<file path="src/rtl/median_seq_pkg.sv">
// Shared types and constants for the median window sequencer.
package median_seq_pkg;

  typedef enum logic [1:0] {
    FILL = 2'd0,
    WAIT = 2'd1,
    DONE = 2'd2
  } seq_state_t;

  localparam logic [1:0] MODE_MEDIAN = 2'b00;
  localparam logic [1:0] MODE_FILTER = 2'b01;
  localparam logic [1:0] MODE_TRANSP = 2'b10;

  localparam int WIN_SIZE = 8;

  // The unused code 11 behaves as median.
  function automatic logic [1:0] map_mode(input logic [1:0] mode);
    return (mode == 2'b11) ? MODE_MEDIAN : mode;
  endfunction

endpackage

</file>
<file path="src/rtl/median_window_sequencer.sv">
// Median window sequencer: streams samples into the median core's 8-entry
// register file, waits out the core latency, and returns the core output as
// a valid/ready result.
//
// Build option: SLIDING_WINDOW_EN -- after the first full window, every
// accepted sample replaces the oldest slot and yields one result.
// Without it, one result is produced per 8 accepted samples.
//
// state | meaning
// FILL  | accepting samples, one core register write per accepted beat
// WAIT  | counting down the core result latency after the last write
// DONE  | result held on r_data/r_valid until r_ready
module median_window_sequencer
  import median_seq_pkg::*;
#(
  parameter int DATA_W     = 8,
  parameter int ADDR_W     = 3,
  parameter int RESULT_LAT = 2
) (
  input  logic              clk,
  input  logic              rst,
  input  logic [1:0]        cfg_mode,
  input  logic [DATA_W-1:0] s_data,
  input  logic              s_valid,
  output logic              s_ready,
  output logic [DATA_W-1:0] f_data_in,
  output logic [ADDR_W-1:0] f_reg_addr,
  output logic              f_wr_enable,
  output logic [1:0]        f_out_select,
  input  logic [DATA_W-1:0] f_data_out,
  output logic [DATA_W-1:0] r_data,
  output logic              r_valid,
  input  logic              r_ready
);

  localparam logic [3:0] LAT_LOAD = 4'(RESULT_LAT - 1);

  seq_state_t        state, state_nxt;
  logic [ADDR_W-1:0] wr_ptr;
  logic [3:0]        lat_cnt;
  logic              accept;
  logic              last_beat;
  logic              lat_done;

  assign accept   = s_valid & s_ready;
  assign lat_done = (lat_cnt == 4'd0);

`ifdef SLIDING_WINDOW_EN
  logic primed;

  // Once a full window exists, every sample closes a window.
  assign last_beat = (&wr_ptr) | primed;

  // Remember that the core holds a complete window.
  always_ff @(posedge clk or negedge rst) begin
    if (!rst)                  primed <= 1'b0;
    else if (accept && &wr_ptr) primed <= 1'b1;
  end
`else
  assign last_beat = &wr_ptr;
`endif

  // State register.
  always_ff @(posedge clk or negedge rst) begin
    if (!rst) state <= FILL;
    else      state <= state_nxt;
  end

  // Next-state decode.
  always_comb begin
    state_nxt = state;
    unique case (state)
      FILL:    if (accept && last_beat) state_nxt = WAIT;
      WAIT:    if (lat_done)            state_nxt = DONE;
      DONE:    if (r_ready)             state_nxt = FILL;
      default: state_nxt = FILL;
    endcase
  end

  // Core write port, window pointer and sample handshake.
  always_ff @(posedge clk or negedge rst) begin
    if (!rst) begin
      s_ready      <= 1'b0;
      wr_ptr       <= '0;
      f_wr_enable  <= 1'b0;
      f_reg_addr   <= '0;
      f_data_in    <= '0;
      f_out_select <= MODE_MEDIAN;
    end else begin
      // s_ready tracks the state being entered, so it drops right after the
      // closing beat and rises one cycle after the result is taken.
      s_ready     <= (state_nxt == FILL);
      f_wr_enable <= 1'b0;
      if (accept) begin
        f_wr_enable <= 1'b1;
        f_reg_addr  <= wr_ptr;
        f_data_in   <= s_data;
        wr_ptr      <= wr_ptr + 1'b1;
        if (wr_ptr == '0) f_out_select <= map_mode(cfg_mode);
      end
    end
  end

  // Latency countdown and result capture.
  always_ff @(posedge clk or negedge rst) begin
    if (!rst) begin
      lat_cnt <= 4'd0;
      r_data  <= '0;
      r_valid <= 1'b0;
    end else begin
      if (accept && last_beat) lat_cnt <= LAT_LOAD;
      if (state == WAIT) begin
        if (lat_done) begin
          r_data  <= f_data_out;
          r_valid <= 1'b1;
        end else begin
          lat_cnt <= lat_cnt - 1'b1;
        end
      end
      if (state == DONE && r_ready) r_valid <= 1'b0;
    end
  end

endmodule
</file>
<file path="config.mk">
export PLATFORM = sky130hd
export DESIGN_NAME = median_window_sequencer
export DESIGN_NICKNAME = d
export VERILOG_FILES = /design/src/rtl/median_seq_pkg.sv /design/src/rtl/median_window_sequencer.sv
export SDC_FILE = /design/constraint.sdc
export NUM_CORES = 1
export LEC_CHECK = 0
export ABC_AREA = 1
export CAP_MARGIN = 40
export CORE_ASPECT_RATIO = 0.5
export CORE_MARGIN = 2
export CORE_UTILIZATION = 49
export CTS_CLUSTER_DIAMETER = 100
export DETAILED_ROUTE_END_ITERATION = 16
export GPL_TIMING_DRIVEN = 1
export PLACE_DENSITY = 0.84
export SETUP_SLACK_MARGIN = 0.3
export SLEW_MARGIN = 25
export SYNTH_ARGS = -nofsm -noshare
export SYNTH_HDL_FRONTEND = slang
export SYNTH_SLANG_ARGS = --single-unit
</file>
<file path="constraint.sdc">
create_clock -name clk -period 1.9 [get_ports clk]
set_input_delay 0.19 -clock clk [delete_from_list [all_inputs] [get_ports clk]]
set_output_delay 0.19 -clock clk [all_outputs]
set_load 0.005 [all_outputs]
</file>
==> After elaboration in Yosys (flattened, before gate mapping) <==
Cells that the tools add are included.
W data, S select, Z words.
{ "totals": {"reg_bits": 33, "latchBits": 0, "ram_bits": 0, "mem_bits_ro": 0, "in_bits": 22, "output_inout_bits": 24, "word_cells": 40, "memories": 0} }
{ "op_classes": {"addsub": 2, "n_mul": 0, "n_div": 0, "order_cmp": 0, "eq_ne": 3, "n_shift": 0, "muxes": 12, "bitwise": 1, "reduce_logical": 12} }
{ "op_table": {"columns": ["operator", "count"], "rows": [
  ["$mux W4", 3],
  ["$mux W2", 4],
  ["$pmux W2 S3", 1],
  ["$reduce_and A2 Y1", 3],
  ["$eq A2 B2 Y1 const B", 2],
  ["$logic_not A2 Y1", 2],
  ["$logic_not A4 Y1", 1],
  ["$mux W1", 4],
  ["$reduce_bool A2 Y1", 2],
  ["$sub A4 B1 Y4 const B", 1],
  ["$add A3 B1 Y3 const B", 1],
  ["$logic_not A3 Y1", 1],
  ["$reduce_and A3 Y1", 1],
  ["$eq A2 B1 Y1 const B", 1],
  ["$logic_and A1 B1 Y1", 2],
  ["$and A1 B1 Y1", 1]
]} }

==> Depth between registers and ports, before layout <==
Gate-level depths: netlist of run 1.
{ "depth": {"word_depth": 5, "mapped_depth": 8, "depth_no_buf": 8} }

==> Worst setup path before layout of run 1 <==
No wires, ideal clock.
{ "synth_timing": {"path_type": "register to register", "startpoint": "reg lat_cnt[0]", "endpoint": "reg lat_cnt[3]", "setup_time_ns": 0.117, "t_arrival_ns": 1.071, "required_ns": 1.783, "slack_ns": 0.712, "path_stages_with_launch": 8, "n_path_buf": 0, "synth_period_minus_slack_ns": 1.188, "path_cell_list": "dfrtp_1 inv_1 ha_1 nand2_4 nand2_4 inv_1 nand2_1 nand2_1"} }
{ "synth_via": {"elab_chain_cells": 3, "elab_cells_between_ends": 4, "cone_classes": "1 x add/sub; 2 x mux; 1 x reduce/logical"} }
{ "synth_rtl": {"columns": ["element", "line", "source"], "rows": [
  ["from (decl)", "median_window_sequencer.sv:40", "logic [3:0] lat_cnt;"],
  ["from (signal assigned)", "median_window_sequencer.sv:117", "lat_cnt <= lat_cnt - 1'b1;"],
  ["$sub A4 B1 Y4 / $logic_not A4 Y1 (equally long branches)", "median_window_sequencer.sv:117, median_window_sequencer.sv:46", null],
  ["$mux W4 *", "median_window_sequencer.sv:113", "if (lat_done) begin"],
  ["$mux W4 *", "median_window_sequencer.sv:112", "if (state == WAIT) begin"]
]} }
Mark *: on every way between the ends. The rest lies on a longest branch, timed or not.
A chain may end at the register's enable or synchronous reset.

==> Worst setup path after layout of run 1 <==
{ "layout_timing": {"startpoint": "reg s_ready", "endpoint": "out s_ready"} }
{ "layout_rtl": {"columns": ["element", "line", "source"], "rows": [
  ["from (decl)", "median_window_sequencer.sv:25", "output logic s_ready,"],
  ["from (signal assigned)", "median_window_sequencer.sv:92", "s_ready <= (state_nxt == FILL);"]
]} }
No word-level cell between the ends.

==> Implementation_results.wiki, run 1 <==
{| class="wikitable"
! Metric !! Value
|-
| Run status || completed
|-
| Power density over the cells || 1480 nW/um^2
|-
| Antenna cells || 0
|-
| Total clock sinks || 33
|-
| Clock tree from TritonCTS || done
|-
| Number of placed I/O pins || 46
|-
| Startpoint of the most critical register-to-register path || wr_ptr[0]
|-
| Half-perimeter wire length after detailed placement || 2180 um
|-
| Met1 track utilization from global routing || 0.252
|-
| Most frequently used cell type in the post-synthesis netlist || sky130_fd_sc_hd__nand2_1
|-
| Post-Syn Instances || 159
|-
| Wire length of the first global-routing pass || 5260 um
|-
| Final worst path period share || 0.723
|-
| Primary FF master, synth || sky130_fd_sc_hd__dfrtp_1
|-
| Arrival @ worst endpoint || 1.18 ns
|-
| Min-delay worst type || primary input to async pin
|-
| LEAKAGE || 1.05 nW
|-
| Met2 capacity usage during global routing || 0.345
|-
| Sequential cell area || 826 sq um
|-
| Max rail drop VDD || 797 uV
|-
| Post-Route Skew || 0.00484 ns
|-
| Worst Tran Pin Value || 0.416 ns
|-
| CP Launch Point || s_ready
|-
| Hold Worst Slack || 0.327 ns
|-
| Via count of the first global-routing pass || 1109
|-
| Crit path max-delay family || buffers and inverters
|-
| Number of antenna violations at the first check in global routing || 0
|-
| RSZ-0062 raised after global routing || false
|-
| Die span in y || 42.4 um
|-
| Worst Path Buf+Inv || 1
|-
| Highest Clock Rate || 728 MHz
|-
| Library cell with the largest summed area after synthesis || sky130_fd_sc_hd__dfrtp_1
|-
| Worst-Skew Late Latency || 0.29 ns
|-
| Library cells used by synthesis || 21
|-
| Type of the worst setup path || flip-flop to output port
|-
| Slowest stage cell, crit path || sky130_fd_sc_hd__clkdlybuf4s50_1
|-
| Count of vias placed by the detailed router || 1133
|-
| Pre-Repair DR Iteration Count || 4
|-
| Yosys synthesis warning count || 0
|-
| Clk buf depth || 2
|-
| Final design utilization || 0.768
|-
| Layout overhead on the synthesized area || 43.2%
|-
| Syn Nets || 185
|-
| Most common library cells after synthesis || sky130_fd_sc_hd__nand2_1, sky130_fd_sc_hd__dfrtp_1, sky130_fd_sc_hd__inv_1
|-
| Final slew viol count || 0
|-
| Pin count of the biggest net entering global routing || 34
|-
| Avg WL per Cell || 12.4 um
|-
| Number of storage elements in the synthesis netlist || 33
|-
| Sequential element share of the synthesized area || 0.570
|-
| Cells along the critical path || clkdlybuf4s50_1
|-
| Relative slew slack || 0.723
|-
| Resized cells post-CTS || 0
|-
| Root Buffer || sky130_fd_sc_hd__clkbuf_8
|-
| Area used by multi-input combinational logic || 539 sq um
|-
| Initial cell density of the core || 0.536
|-
| RD Place Congestion || 0.743
|-
| Crit path required time || 1.71 ns
|-
| Final Routed Wirelength || 3070 um
|-
| Sum of negative setup slack || 0 ns
|-
| Core region area || 2700 sq um
|-
| H-tree levels || 2
|-
| Width of the die || 80.9 um
|-
| GRT Resource Usage Total || 0.211
|-
| Endpoints failing setup || 0
|-
| Async set-or-reset flop fraction in the synthesized netlist || 1.00
|-
| Max-capacitance violation count || 0
|-
| CTS hold repair buffers || 0
|-
| Type of destination of the critical path || output port
|-
| Critical Path Fanout Max || 3
|-
| Most area-consuming cells after synthesis || sky130_fd_sc_hd__dfrtp_1, sky130_fd_sc_hd__nand2_1, sky130_fd_sc_hd__inv_1
|-
| Buffer count from post-CTS setup fixing || 0
|-
| Die footprint || 3430 sq um
|-
| Kind of start point of the critical path || flip-flop
|-
| Largest stage delay on the critical path || 0.51 ns
|-
| Most crowded layer after global routing || met2
|-
| Cell area after synthesis || 1450 sq um
|-
| Time the final worst path needs with I/O delays and setup || 1.37 ns
|-
| Count of flip-flops with a built-in enable after synthesis || 0
|-
| Fraction of final layout cells sized beyond drive strength 1 || 0.0995
|-
| Site Rows || 13
|-
| Syn avg cell area || 9.10 sq um
|-
| Via-per-instance ratio || 4.57
|-
| # nets final || 236
|-
| Initial DRC count || 63
|-
| Count of nets left with antenna violations after detail routing || 0
|-
| Clock transition at the registers of the reported paths || 0.07 ns
|-
| Count of input and output buffers || 45
|-
| Share of the synthesized area in the top cell type || 0.570
|-
| Total overflow reported by the global router || 0
|-
| Total clock buffers created by CTS || 5
|-
| Hold Vio Cnt, Final || 0
|-
| Number of fill cells in the layout || 189
|-
| Met3 Use GR || 0.0841
|-
| DRC violation count after routing || 0
|}
state kept, by name, summed over array words and instances, names as in the netlist:
signal	cells
f_wr_enable	1
r_valid	1
f_out_select	2
s_ready	1
wr_ptr	3
r_data	8
lat_cnt	4
f_data_in	8
f_reg_addr	3
state	2
power breakdown:
group | switching [mW] | internal [mW] | total, mW
Clock | 0.271 | 0.521 | 0.792
Combinational | 0.526 | 0.604 | 1.13
Sequential | 0.175 | 0.978 | 1.15
Total | 0.971 | 2.10 | 3.07
layout by cell type (no fill, tap or decap), types with 2 or more instances in the layout:
| cell | n |
|---|---|
| sky130_fd_sc_hd__nand2_1 | 69 |
| sky130_fd_sc_hd__clkdlybuf4s50_1 | 45 |
| sky130_fd_sc_hd__dfrtp_1 | 33 |
| sky130_fd_sc_hd__inv_1 | 16 |
| sky130_fd_sc_hd__nand3_1 | 8 |
| sky130_fd_sc_hd__o21ai_0 | 5 |
| sky130_fd_sc_hd__clkbuf_8 | 5 |
| sky130_fd_sc_hd__nand2_4 | 4 |
| sky130_fd_sc_hd__nor2_1 | 4 |
| sky130_fd_sc_hd__ha_1 | 4 |
| sky130_fd_sc_hd__o21ai_1 | 3 |
| sky130_fd_sc_hd__nand2_2 | 2 |
| sky130_fd_sc_hd__bufinv_16 | 2 |
cells by family after synthesis:
family          after synthesis  share of synthesized area
simple gates                 92                      0.298
flops                        33                      0.570
buf+inv                      20                     0.0570
compound gates                8                     0.0277
fa+ha+maj                     4                     0.0346
xor+xnor                      2                     0.0121
per-layer routing:
metal / vias up / share of wire
li1: 585 / -
met1: 521 / 0.42
met2: 22 / 0.51
met3: 5 / 0.050
met4: 0 / 0.017
met5: - / 0
through the flow:
| stage | instance area (sq um) | power (mW) | setup slack (ns) | cells |
|---|---|---|---|---|
| 6_report | 2070 | 3.07 | 0.526 | 248 |
| 2_1_floorplan | 1450 | 1.71 | 0.712 | 159 |
| 5_1_grt | 2070 | 3.30 | 0.433 | 248 |
| 4_1_cts | 2070 | 3.11 | 0.513 | 248 |
| 3_3_place_gp | 1940 | 2.24 | 0.361 | 240 |
| 3_5_place_dp | 1940 | 2.30 | 0.349 | 240 |
area by class of cell:
class                   instances  share of cell area
clock buffers                   5              0.0332
clock inverters                 3              0.0314
inverters                      18              0.0338
multi-input cells             106               0.260
flip-flops and latches         33               0.398
well taps                      37              0.0223
repair buffers                 46               0.221
path summary, 6_finish.rpt:
check                                to  slack (ns)  cells after the start
max                             s_ready        0.53                      1
min                           wr_ptr[1]        0.33                      2
max reg2reg                  lat_cnt[0]        0.60                      8
min reg2reg                   r_data[0]        0.49                      2
max in group asynchronous     r_data[7]        1.27                      2
min in group clk           f_data_in[1]        0.42                      3
No activity file was read; power rests on OpenSTA's default activity.
==> run 2: changes to the inputs <==
- CORE_UTILIZATION: 49 -> 41
- PLACE_DENSITY: 0.84 -> 0.75
- clock period: 1.9 -> 1.23 ns (I/O delays scaled with it)
==> run 2 against run 1 <==
  * Core utilization shrank 4.9 points
  * Final area grew 18%
  * Critical endpoint is now lat_cnt[0]
  * Clock power grew 39%
  * First-iteration DRC count shrank 35%
  * Worst setup slack worse by 0.48 ns
  * Non-clock buffer count is 29 higher
  * Global-route usage decreased by 1.7 points
  * Via count increased by 18%
  * Sequential share of layout area shrank 6.2 points
  * Largest power group is now combinational cells
  * Combinational power rose by 130%
  * Clock skew up 0.0014 ns
  * Sequential power up 57%
==> Implementation_results.wiki, run 2 (synthesized netlist as in run 1, its figures left out) <==
{| class="wikitable"
! Metric !! Value
|-
| Highest Clock Rate || 845 MHz
|-
| Count of nets left with antenna violations after detail routing || 0
|-
| WL met3 || 136 um
|-
| Most common library cell in the layout ignoring fill and taps || sky130_fd_sc_hd__nand2_1
|-
| FF-to-FF path depth || 8
|-
| Crit path required time || 1.42 ns
|-
| GRT Resource Usage Total || 0.194
|-
| Avg WL per Cell || 13.8 um
|-
| Run status || completed
|-
| Site Rows || 15
|-
| Total clock sinks || 33
|-
| Fraction of final layout cells sized beyond drive strength 1 || 0.502
|-
| Commonest cells after routing, fill and taps aside || sky130_fd_sc_hd__nand2_1, sky130_fd_sc_hd__dfrtp_1, sky130_fd_sc_hd__buf_4, sky130_fd_sc_hd__buf_2, sky130_fd_sc_hd__clkdlybuf4s50_1
|-
| Combinational power share || 0.476
|-
| RD Place Congestion || 0.716
|-
| Root Buffer || sky130_fd_sc_hd__clkbuf_8
|-
| Pre-Repair DR Iteration Count || 4
|-
| Type of the worst setup path || flip-flop to flip-flop
|-
| Internal power summed over all cells || 3.52 mW
|-
| Post-route cell area || 2460 sq um
|-
| Half-perimeter wire length after detailed placement || 2240 um
|-
| Count of vias placed by the detailed router || 1334
|-
| Die footprint || 4050 sq um
|-
| Wire length of the first global-routing pass || 5770 um
|-
| Worst-Skew Late Latency || 0.29 ns
|-
| H-tree levels || 2
|-
| Power density over the cells || 2250 nW/um^2
|-
| Max-capacitance violation count || 0
|-
| Initial cell density of the core || 0.424
|-
| Die span in y || 46.0 um
|-
| Final Routed Wirelength || 4030 um
|-
| Type of destination of the critical path || flip-flop
|-
| Min-delay worst type || primary input to async pin
|-
| Switching portion of total power || 0.362
|-
| DRC violation count after routing || 0
|-
| Layout overhead on the synthesized area || 69.7%
|-
| Number of antenna violations at the first check in global routing || 0
|-
| Count of input and output buffers || 45
|-
| Sequential cell area || 827 sq um
|-
| Final slew viol count || 0
|-
| RSZ-0062 raised after global routing || true
|-
| # nets final || 266
|-
| Hold Vio Cnt, Final || 0
|-
| Seq pwr share || 0.325
|-
| Relative slew slack || 0.847
|-
| Post-Route Skew || 0.00621 ns
|-
| Initial DRC count || 41
|-
| Area used by multi-input combinational logic || 753 sq um
|-
| CTS hold repair buffers || 0
|-
| Arrival @ worst endpoint || 1.37 ns
|-
| Total overflow reported by the global router || 0
|-
| Topmost layer with routed signal wires || met4
|-
| Placement Cell Area || 2050 sq um
|-
| Clock tree from TritonCTS || done
|-
| Via-per-instance ratio || 4.57
|-
| Kind of start point of the critical path || flip-flop
|-
| Detailed-routed wire length on met2 || 2230 um
|-
| Critical Path Fanout Max || 4
|-
| Final worst path period share || 0.962
|-
| Width of the die || 88.0 um
|-
| Worst slack, placed || 0.0161 ns
|-
| Max rail drop VDD || 1090 uV
|-
| Clk buf depth || 2
|-
| Number of fill cells in the layout || 236
|-
| Sum of negative setup slack || 0 ns
|-
| P_sw || 2.00 mW
|-
| Core region area || 3420 sq um
|-
| Worst reg2reg setup slack || 0.05 ns
|-
| LEAKAGE || 1.26 nW
|-
| Via count of the first global-routing pass || 1246
|-
| Post-route worst setup slack || 0.0472 ns
|-
| Registers with the most flip-flops || f_data_in x8, r_data x8, lat_cnt x4
|-
| Antenna cells || 0
|-
| Clock transition at the registers of the reported paths || 0.08 ns
|-
| Wire length on met1 || 1620 um
|-
| Number of placed I/O pins || 46
|-
| Endpoints failing setup || 0
|-
| Pin count of the biggest net entering global routing || 34
|-
| Time the final worst path needs with I/O delays and setup || 1.18 ns
|-
| Worst Tran Pin Value || 0.228 ns
|-
| Total clock buffers created by CTS || 5
|-
| Clock power frac || 0.199
|}
[run 2: changes by cell type in the layout (fill, tap and decap cells not counted), sizes merged]
| cell | delta |
|---|---|
| bufinv | -1 |
| nand3 | +1 |
| clkdlybuf4s50 | -24 |
| clkbuf | +2 |
| clkinvlp | +1 |
| buf | +52 |
| clkinv | -1 |
[run 2: stage by stage]
step                 util  power, mW  hold WS (ns)  instances
floorplan               -       2.74        -0.173        159
global placement    0.599       3.61         0.459        258
detailed placement  0.599       3.70         0.468        258
CTS                 0.658       4.87         0.204        279
global route        0.719       5.83         0.210        292
finish              0.719       5.52         0.192        292
[run 2: power groups by stage]
stage	registers [mW]	clock network (mW)	logic, mW
after floorplan	1.80	0	0.940
after global placement	1.79	0	1.83
after detailed placement	1.81	0	1.90
final	1.80	1.10	2.63
after global routing	1.84	1.15	2.85
after CTS	1.77	1.09	2.01
[run 2: layout make-up]
| type | count | share of cell area |
|---|---|---|
| flip-flops and latches | 33 | 0.337 |
| multi-input cells | 107 | 0.307 |
| repair buffers | 75 | 0.249 |
| clock buffers | 6 | 0.0336 |
| inverters | 18 | 0.0326 |
| well taps | 51 | 0.0260 |
| clock inverters | 2 | 0.0153 |
[run 2: per-layer routing]
metal | vias to the layer above | GRT usage
met5 | - | 0
met4 | 0 | 0.0970
met3 | 7 | 0.0562
met2 | 27 | 0.336
met1 | 648 | 0.228
li1 | 652 | -
[run 2: worst max-delay path, stage by stage, from the launching register on]
cell and delay [ns]:
sky130_fd_sc_hd__dfrtp_1 0.41, sky130_fd_sc_hd__ha_2 0.21, sky130_fd_sc_hd__ha_4 0.17, sky130_fd_sc_hd__nand3_4 0.07
sky130_fd_sc_hd__nand2_2 0.06, sky130_fd_sc_hd__inv_2 0.04, sky130_fd_sc_hd__nand2_1 0.04, sky130_fd_sc_hd__nand2_1 0.05
sky130_fd_sc_hd__inv_1 0.03
[run 2: path summary, 6_finish.rpt]
path                               start            to
min in group clk           f_data_out[7]     r_data[7]
setup reg to reg               wr_ptr[0]    lat_cnt[0]
setup / recovery               wr_ptr[0]    lat_cnt[0]
max in group asynchronous            rst    lat_cnt[2]
hold reg to reg             f_data_in[2]  f_data_in[2]
hold / removal                       rst     r_data[3]
[run 2: timing repair]
action                                  4_1_cts  5_1_grt
endpoints found under the hold margin         0        0
resized for setup                           121       39
cloned                                        1        1
endpoints found under the setup margin       55       55
pin swaps                                     9       17
setup buffers                                12       12
